<file path="src/rtl/membus_pkg.sv">
// membus_pkg: shared types and defaults for the two-master memory bus arbiter
// Holds the FSM state enum, master index type, wait counter type and
// the default device-region base and wait-state count.
package membus_pkg;

    typedef enum logic {
        IDLE,
        ACCESS
    } state_t;

    typedef logic midx_t;

    localparam int CNT_W = 4;
    typedef logic [CNT_W-1:0] cnt_t;

    localparam logic [31:0] DEV_BASE_DEF = 32'h4000_0000;
    localparam int          DEV_WAIT_DEF = 2;

endpackage

</file>
<file path="src/rtl/membus_if.sv">
// membus_if: request/response handshake between one bus master and the arbiter
// Ports (signals):
//   req   master -> arbiter  transaction request, held until ready
//   we    master -> arbiter  1 = write, 0 = read
//   addr  master -> arbiter  byte address
//   wdata master -> arbiter  write data
//   ready arbiter -> master  one-cycle completion pulse
//   rdata arbiter -> master  read data, valid while ready is high
interface membus_if #(
    parameter int ADDR_W = 32,
    parameter int DATA_W = 32
);

    logic              req;
    logic              we;
    logic [ADDR_W-1:0] addr;
    logic [DATA_W-1:0] wdata;
    logic              ready;
    logic [DATA_W-1:0] rdata;

    modport master (output req, we, addr, wdata, input ready, rdata);
    modport slave  (input req, we, addr, wdata, output ready, rdata);

endinterface

</file>
<file path="src/rtl/membus_rr_arb.sv">
// membus_rr_arb: combinational 2-request round-robin picker
// Ports:
//   req         in   eligible request vector, bit i = master i
//   last_grant  in   master granted most recently
//   grant_valid out  at least one eligible request
//   grant_idx   out  winning master
module membus_rr_arb
    import membus_pkg::*;
(
    input  logic [1:0] req,
    input  midx_t      last_grant,
    output logic       grant_valid,
    output midx_t      grant_idx
);

    // On a tie the master that did not win last time gets the bus;
    // otherwise the single requester wins (req[1] is its index).
    always_comb begin
        grant_valid = |req;
        grant_idx   = (&req) ? ~last_grant : req[1];
    end

endmodule

</file>
<file path="src/rtl/membus_arbiter.sv">
// membus_arbiter: two-master arbiter and sequencer for the CPU memory bus
// Ports:
//   clk               in   rising-edge clock
//   reset             in   synchronous active-low reset
//   m0, m1            slave modports of membus_if (CPU data port, aux master)
//   MemBus_Address    out  registered bus address
//   MemBus_Write_Data out  registered bus write data
//   MemRead, MemWrite out  registered, mutually exclusive strobes
//   Device_Read_Data  in   bus read data, sampled on the last strobe cycle
module membus_arbiter
    import membus_pkg::*;
#(
    parameter int                ADDR_W   = 32,
    parameter int                DATA_W   = 32,
    parameter logic [ADDR_W-1:0] DEV_BASE = ADDR_W'(DEV_BASE_DEF),
    parameter int                DEV_WAIT = DEV_WAIT_DEF
)(
    input  logic              clk,
    input  logic              reset,
    membus_if.slave           m0,
    membus_if.slave           m1,
    output logic [ADDR_W-1:0] MemBus_Address,
    output logic [DATA_W-1:0] MemBus_Write_Data,
    output logic              MemRead,
    output logic              MemWrite,
    input  logic [DATA_W-1:0] Device_Read_Data
);

    state_t            state_q, state_d;
    cnt_t              cnt_q, cnt_d;
    midx_t             gnt_q, gnt_d;
    logic [ADDR_W-1:0] addr_q, addr_d;
    logic [DATA_W-1:0] wdata_q, wdata_d;
    logic              rd_q, rd_d;
    logic              wr_q, wr_d;
    logic              rdy0_q, rdy0_d;
    logic              rdy1_q, rdy1_d;
    logic [DATA_W-1:0] rdata0_q, rdata0_d;
    logic [DATA_W-1:0] rdata1_q, rdata1_d;

    logic              grant_valid;
    midx_t             grant_idx;
    logic [ADDR_W-1:0] sel_addr;
    logic [DATA_W-1:0] sel_wdata;
    logic              sel_we;

    // A master in its ready cycle is masked so a still-held req is not
    // taken as a second transaction.
    membus_rr_arb u_arb (
        .req         ({m1.req & ~rdy1_q, m0.req & ~rdy0_q}),
        .last_grant  (gnt_q),
        .grant_valid (grant_valid),
        .grant_idx   (grant_idx)
    );

    assign sel_addr  = grant_idx ? m1.addr  : m0.addr;
    assign sel_wdata = grant_idx ? m1.wdata : m0.wdata;
    assign sel_we    = grant_idx ? m1.we    : m0.we;

    always_comb begin
        state_d  = state_q;
        cnt_d    = cnt_q;
        gnt_d    = gnt_q;
        addr_d   = addr_q;
        wdata_d  = wdata_q;
        rd_d     = rd_q;
        wr_d     = wr_q;
        rdy0_d   = 1'b0;
        rdy1_d   = 1'b0;
        rdata0_d = rdata0_q;
        rdata1_d = rdata1_q;
        if (state_q == IDLE) begin
            if (grant_valid) begin
                state_d = ACCESS;
                gnt_d   = grant_idx;
                addr_d  = sel_addr;
                wdata_d = sel_wdata;
                rd_d    = ~sel_we;
                wr_d    = sel_we;
                cnt_d   = (sel_addr >= DEV_BASE) ? CNT_W'(DEV_WAIT) : '0;
            end
        end else if (cnt_q != '0) begin
            cnt_d = cnt_q - 1'b1;
        end else begin
            // Last strobe cycle: capture read data and complete.
            state_d  = IDLE;
            rd_d     = 1'b0;
            wr_d     = 1'b0;
            rdy0_d   = ~gnt_q;
            rdy1_d   = gnt_q;
            rdata0_d = (rd_q && !gnt_q) ? Device_Read_Data : rdata0_q;
            rdata1_d = (rd_q &&  gnt_q) ? Device_Read_Data : rdata1_q;
        end
    end

    always_ff @(posedge clk) begin
        if (!reset) begin
            state_q  <= IDLE;
            cnt_q    <= '0;
            gnt_q    <= 1'b1;
            addr_q   <= '0;
            wdata_q  <= '0;
            rd_q     <= 1'b0;
            wr_q     <= 1'b0;
            rdy0_q   <= 1'b0;
            rdy1_q   <= 1'b0;
            rdata0_q <= '0;
            rdata1_q <= '0;
        end else begin
            state_q  <= state_d;
            cnt_q    <= cnt_d;
            gnt_q    <= gnt_d;
            addr_q   <= addr_d;
            wdata_q  <= wdata_d;
            rd_q     <= rd_d;
            wr_q     <= wr_d;
            rdy0_q   <= rdy0_d;
            rdy1_q   <= rdy1_d;
            rdata0_q <= rdata0_d;
            rdata1_q <= rdata1_d;
        end
    end

    assign MemBus_Address    = addr_q;
    assign MemBus_Write_Data = wdata_q;
    assign MemRead           = rd_q;
    assign MemWrite          = wr_q;
    assign m0.ready          = rdy0_q;
    assign m1.ready          = rdy1_q;
    assign m0.rdata          = rdata0_q;
    assign m1.rdata          = rdata1_q;

endmodule

</file>
<file path="src/flat_wrapper.sv">
// flat-port wrapper written by rule: the top's interface ports become plain ports
module membus_arbiter_flat import membus_pkg::*;
#(
    parameter int                ADDR_W   = 32,
    parameter int                DATA_W   = 32,
    parameter logic [ADDR_W-1:0] DEV_BASE = ADDR_W'(DEV_BASE_DEF),
    parameter int                DEV_WAIT = DEV_WAIT_DEF
)
  (clk, reset, MemBus_Address, MemBus_Write_Data, MemRead, MemWrite, Device_Read_Data, m0_req, m0_we, m0_addr, m0_wdata, m0_ready, m0_rdata, m1_req, m1_we, m1_addr, m1_wdata, m1_ready, m1_rdata);
  membus_if #(.ADDR_W(ADDR_W), .DATA_W(DATA_W)) m0_i ();
  membus_if #(.ADDR_W(ADDR_W), .DATA_W(DATA_W)) m1_i ();
  input  logic clk;
  input  logic reset;
  output logic [ADDR_W-1:0] MemBus_Address;
  output logic [DATA_W-1:0] MemBus_Write_Data;
  output logic MemRead;
  output logic MemWrite;
  input  logic [DATA_W-1:0] Device_Read_Data;
  input wire logic [$bits(m0_i.req)-1:0] m0_req;
  input wire logic [$bits(m0_i.we)-1:0] m0_we;
  input wire logic [$bits(m0_i.addr)-1:0] m0_addr;
  input wire logic [$bits(m0_i.wdata)-1:0] m0_wdata;
  output wire logic [$bits(m0_i.ready)-1:0] m0_ready;
  output wire logic [$bits(m0_i.rdata)-1:0] m0_rdata;
  input wire logic [$bits(m1_i.req)-1:0] m1_req;
  input wire logic [$bits(m1_i.we)-1:0] m1_we;
  input wire logic [$bits(m1_i.addr)-1:0] m1_addr;
  input wire logic [$bits(m1_i.wdata)-1:0] m1_wdata;
  output wire logic [$bits(m1_i.ready)-1:0] m1_ready;
  output wire logic [$bits(m1_i.rdata)-1:0] m1_rdata;
  assign m0_i.req = m0_req;
  assign m0_i.we = m0_we;
  assign m0_i.addr = m0_addr;
  assign m0_i.wdata = m0_wdata;
  assign m0_ready = m0_i.ready;
  assign m0_rdata = m0_i.rdata;
  assign m1_i.req = m1_req;
  assign m1_i.we = m1_we;
  assign m1_i.addr = m1_addr;
  assign m1_i.wdata = m1_wdata;
  assign m1_ready = m1_i.ready;
  assign m1_rdata = m1_i.rdata;
  membus_arbiter #(.ADDR_W(ADDR_W), .DATA_W(DATA_W), .DEV_BASE(DEV_BASE), .DEV_WAIT(DEV_WAIT)) u_core (.clk(clk), .reset(reset), .m0(m0_i), .m1(m1_i), .MemBus_Address(MemBus_Address), .MemBus_Write_Data(MemBus_Write_Data), .MemRead(MemRead), .MemWrite(MemWrite), .Device_Read_Data(Device_Read_Data));
endmodule
</file>
<file path="config.mk">
export PLATFORM = sky130hd
export DESIGN_NAME = membus_arbiter_flat
export DESIGN_NICKNAME = d
export VERILOG_FILES = /design/src/rtl/membus_pkg.sv /design/src/rtl/membus_if.sv /design/src/rtl/membus_rr_arb.sv /design/src/rtl/membus_arbiter.sv /design/src/flat_wrapper.sv
export SDC_FILE = /design/constraint.sdc
export NUM_CORES = 1
export LEC_CHECK = 0
export ABC_AREA = 1
export CAP_MARGIN = 20
export CORE_MARGIN = 3
export CORE_UTILIZATION = 44
export CTS_CLUSTER_DIAMETER = 40
export DETAILED_ROUTE_END_ITERATION = 10
export PLACE_DENSITY = 0.88
export SETUP_SLACK_MARGIN = 0.1
export SYNTH_ARGS = -nofsm -noshare
export SYNTH_HDL_FRONTEND = slang
export SYNTH_SLANG_ARGS = --single-unit
</file>
<file path="constraint.sdc">
create_clock -name clk -period 2.22 [get_ports clk]
set_input_delay 0.444 -clock clk [delete_from_list [all_inputs] [get_ports clk]]
set_output_delay 0.444 -clock clk [all_outputs]
set_load 0.02 [all_outputs]
</file>
==> flow_metrics.py <==
metrics = {
    "grt": {
        "antenna_found_initial": 0,
        "grt_overflow": 0,
        "grt_pass1_wl_mm": 29.5,
        "grtUsageTotal": 0.248,
        "grt_pass1_vias": 5866,
        "grt_max_degree": 68,
    },
    "die": {
        "core-area_um2": 13300,
        "row_count": 42,
        "fp.dieArea_um2": 15200,
        "ios": 298,
        "die_y_um": 123,
        "die_w_um": 123,
        "start_util": 0.454,
    },
    "critical_path": {
        "cp-end-kind": "primary output",
        "worst-path-buf-inv": 1,
        "cp_cell_sequence": "clkdlybuf4s50_1",
        "arrival_ns": 1.52,
        "worst-path-max-fanout": 3,
        "setup.worst_path.start_class": "register",
        "critPathLaunch": "u_core.m1.ready$_SDFF_PP0_",
        "max_stage_delay_ns": 0.69,
        "slowest_stage": "clkdlybuf4s50_1",
        "crit_family": "buffers and inverters",
        "worstPathRequired_ns": 1.78,
        "setup.worst_path.class": "register to primary output",
        "worstReg2RegStart": "u_core.cnt_q[0]$_SDFFE_PN0P_",
    },
    "synthesis": {
        "syn_avg_cell_area_um2": 7.15,
        "synthFlopType": "dfxtp_1",
        "synth_edf_count": 0,
        "synth_cell_types": 27,
        "synth_area_um2": 6050,
        "syn_inst": 847,
        "yosysTopAreaCellShare": 0.456,
        "yosys_warnings": 0,
        "synth_top_cells_by_area": "dfxtp_1, nand2_1, nor2_1",
        "async_flop_share": 0,
        "yosysSeqAreaShare": 0.456,
        "synth_nets": 1015,
        "yosys.area.top_type": "dfxtp_1",
        "ys_ff_latch": 138,
    },
    "route": {
        "wl_per_cell_um": 15.0,
        "via_count": 6417,
        "drt_iter0_markers": 382,
        "drt-pass1-iter-count": 7,
        "drc": 0,
        "routed_via_density": 4.91,
        "drt-total-wl_mm": 19.7,
        "postRouteAntennaNets": 0,
    },
    "finish": {
        "final_common_cell": "clkdlybuf4s50_1",
        "drive_gt1_frac": 0.0760,
        "final_nets": 1287,
        "area_delta_synth_final_pct": 59.1,
        "finalNonFillerCells": 1307,
        "layout_common_cells": "clkdlybuf4s50_1, nand2_1, dfxtp_1",
        "multi_input_area_um2": 2560,
        "post-route-util": 0.722,
        "fill_cells": 1047,
        "antennaDiodeCount": 0,
        "seq_area_um2": 2760,
    },
    "placement": {
        "gp_congestion": 0.911,
        "port_buffers": 297,
        "dp.cells": 1276,
        "place.detailed.hpwl_mm": 14.1,
        "post-place-ws_ns": 0.290,
    },
    "pwr": {
        "finalPower_w": 0.00772,
        "switching_share": 0.290,
        "combPwrFrac": 0.256,
        "clkPwrFrac": 0.375,
        "peakVddDrop_mv": 0.479,
        "power_switching_w": 0.00224,
        "p_seq_frac": 0.369,
        "power_density_nw_per_um2": 801,
        "leakagePower_nw": 4.11,
        "internal-power_w": 0.00548,
    },
    "sta": {
        "worst_slew_pin_slew_ns": 0.704,
        "hold_viol_final": 0,
        "rsz0062_at_grt": "no",
        "drv_slew": 0,
        "period_share": 0.887,
        "fin_crit_ns": 1.97,
        "maxSlewHeadroom": 0.529,
        "fmax_ghz": 0.508,
        "tns_ns": 0,
        "finClkSkew_ns": 0.00766,
        "finalSetupViolations": 0,
        "setup_ws_ns": 0.251,
    },
    "worst_hold_path": {
        "worstHoldStart": "u_core.cnt_q[0]$_SDFFE_PN0P_",
        "hold_path.class": "register to register",
    },
    "cts": {
        "cts_sinks": 138,
        "numCtsBuffers": 17,
        "clk_pin_slew_ns": 0.05,
        "cts_tree": "done",
        "insertion_delay_ns": 0.41,
        "h-tree-depth": 4,
        "cts_hold_buf": 0,
        "cts.path.max_buffers": 2,
        "post_cts_resized": 0,
        "postCtsSetupRepairBufs": 0,
        "cts-root-buf": "clkbuf_16",
    },
    "flow_run": {
        "maxCapViolCount": 0,
    },
    "status": {
        "status": "finished clean",
    },
}
==> through the flow <==
step,hold slack [ns],area (um^2)
after CTS,0.447,9630
after floorplan,0.423,6050
after detailed placement,0.440,9020
final,0.447,9640
after global routing,0.473,9640
after global placement,0.434,9020
==> Yosys cell counts (3+ instances only) <==
cell type,number
nand2_2,3
nor2_2,24
dfxtp_1,138
inv_2,7
nand2_1,179
buf_6,14
a21oi_1,65
clkbuf_1,13
nor3_1,3
buf_4,6
o21ai_0,51
buf_8,3
buf_2,20
inv_1,79
nand3_1,73
o21ai_1,46
nor2_1,108
==> worst register-to-register path: stages (launching register included) <==
cell and delay (ns):
dfxtp_1 0.31, inv_1 0.10, ha_1 0.20, nand3_2 0.13, nor2_1 0.14, nand2_2 0.24
buf_4 0.30, o21ai_0 0.24, nor2_1 0.07
==> power groups by stage <==
stage	sequential [W]	clock (W)	combinational [W]
final	0.00285	0.00290	0.00198
after global routing	0.00287	0.00303	0.00216
after CTS	0.00285	0.00294	0.00199
after detailed placement	0.00289	0	0.00197
after global placement	0.00289	0	0.00194
after floorplan	0.00314	0	0.000867
==> registers in the layout, indices dropped and copies added (netlist names) <==
register	cells
u_core.MemBus_Write_Data	32
u_core.MemWrite	1
u_core.state_q	1
u_core.MemRead	1
u_core.m0.ready	1
u_core.m1.ready	1
u_core.MemBus_Address	32
u_core.m0.rdata	32
u_core.gnt_q	1
u_core.cnt_q	4
u_core.m1.rdata	32
==> final cells by class <==
cell class                 instances  area share
clock buffer                      21      0.0488
clock inverter                    10      0.0148
inverter                          86      0.0340
multi-input combinational        565       0.266
sequential                       138       0.287
tap                              176      0.0229
timing repair buffer             311       0.327
==> final timing paths <==
kind                                endpoint  slack, ns  depth (start not counted)
max                                 m1_ready       0.25                          1
min             u_core.cnt_q[0]$_SDFFE_PN0P_       0.45                          1
max reg2reg  u_core.m1.rdata[9]$_SDFFE_PN0P_       0.39                          8
min reg2reg     u_core.cnt_q[0]$_SDFFE_PN0P_       0.45                          1
==> layer usage <==
layer	share of wire	track usage	vias up
li1	-	-	3219
met1	0.38	0.274	2859
met2	0.49	0.431	296
met3	0.096	0.0887	43
met4	0.032	0.101	0
met5	0	0	-
==> cell families (layout without fill, tap and decap cells) <==
group | Yosys count | after routing | share of synthesized area
AO/OA/AOI/OAI | 163 | 163 | 0.135
XOR/XNOR | 1 | 1 | 0.00145
adder cells (fa/ha/maj) | 2 | 2 | 0.00413
buffers and inverters | 144 | 428 | 0.120
flip-flops | 138 | 138 | 0.456
AND/OR/NAND/NOR | 399 | 399 | 0.283
No activity file was read; power rests on OpenSTA's default activity.
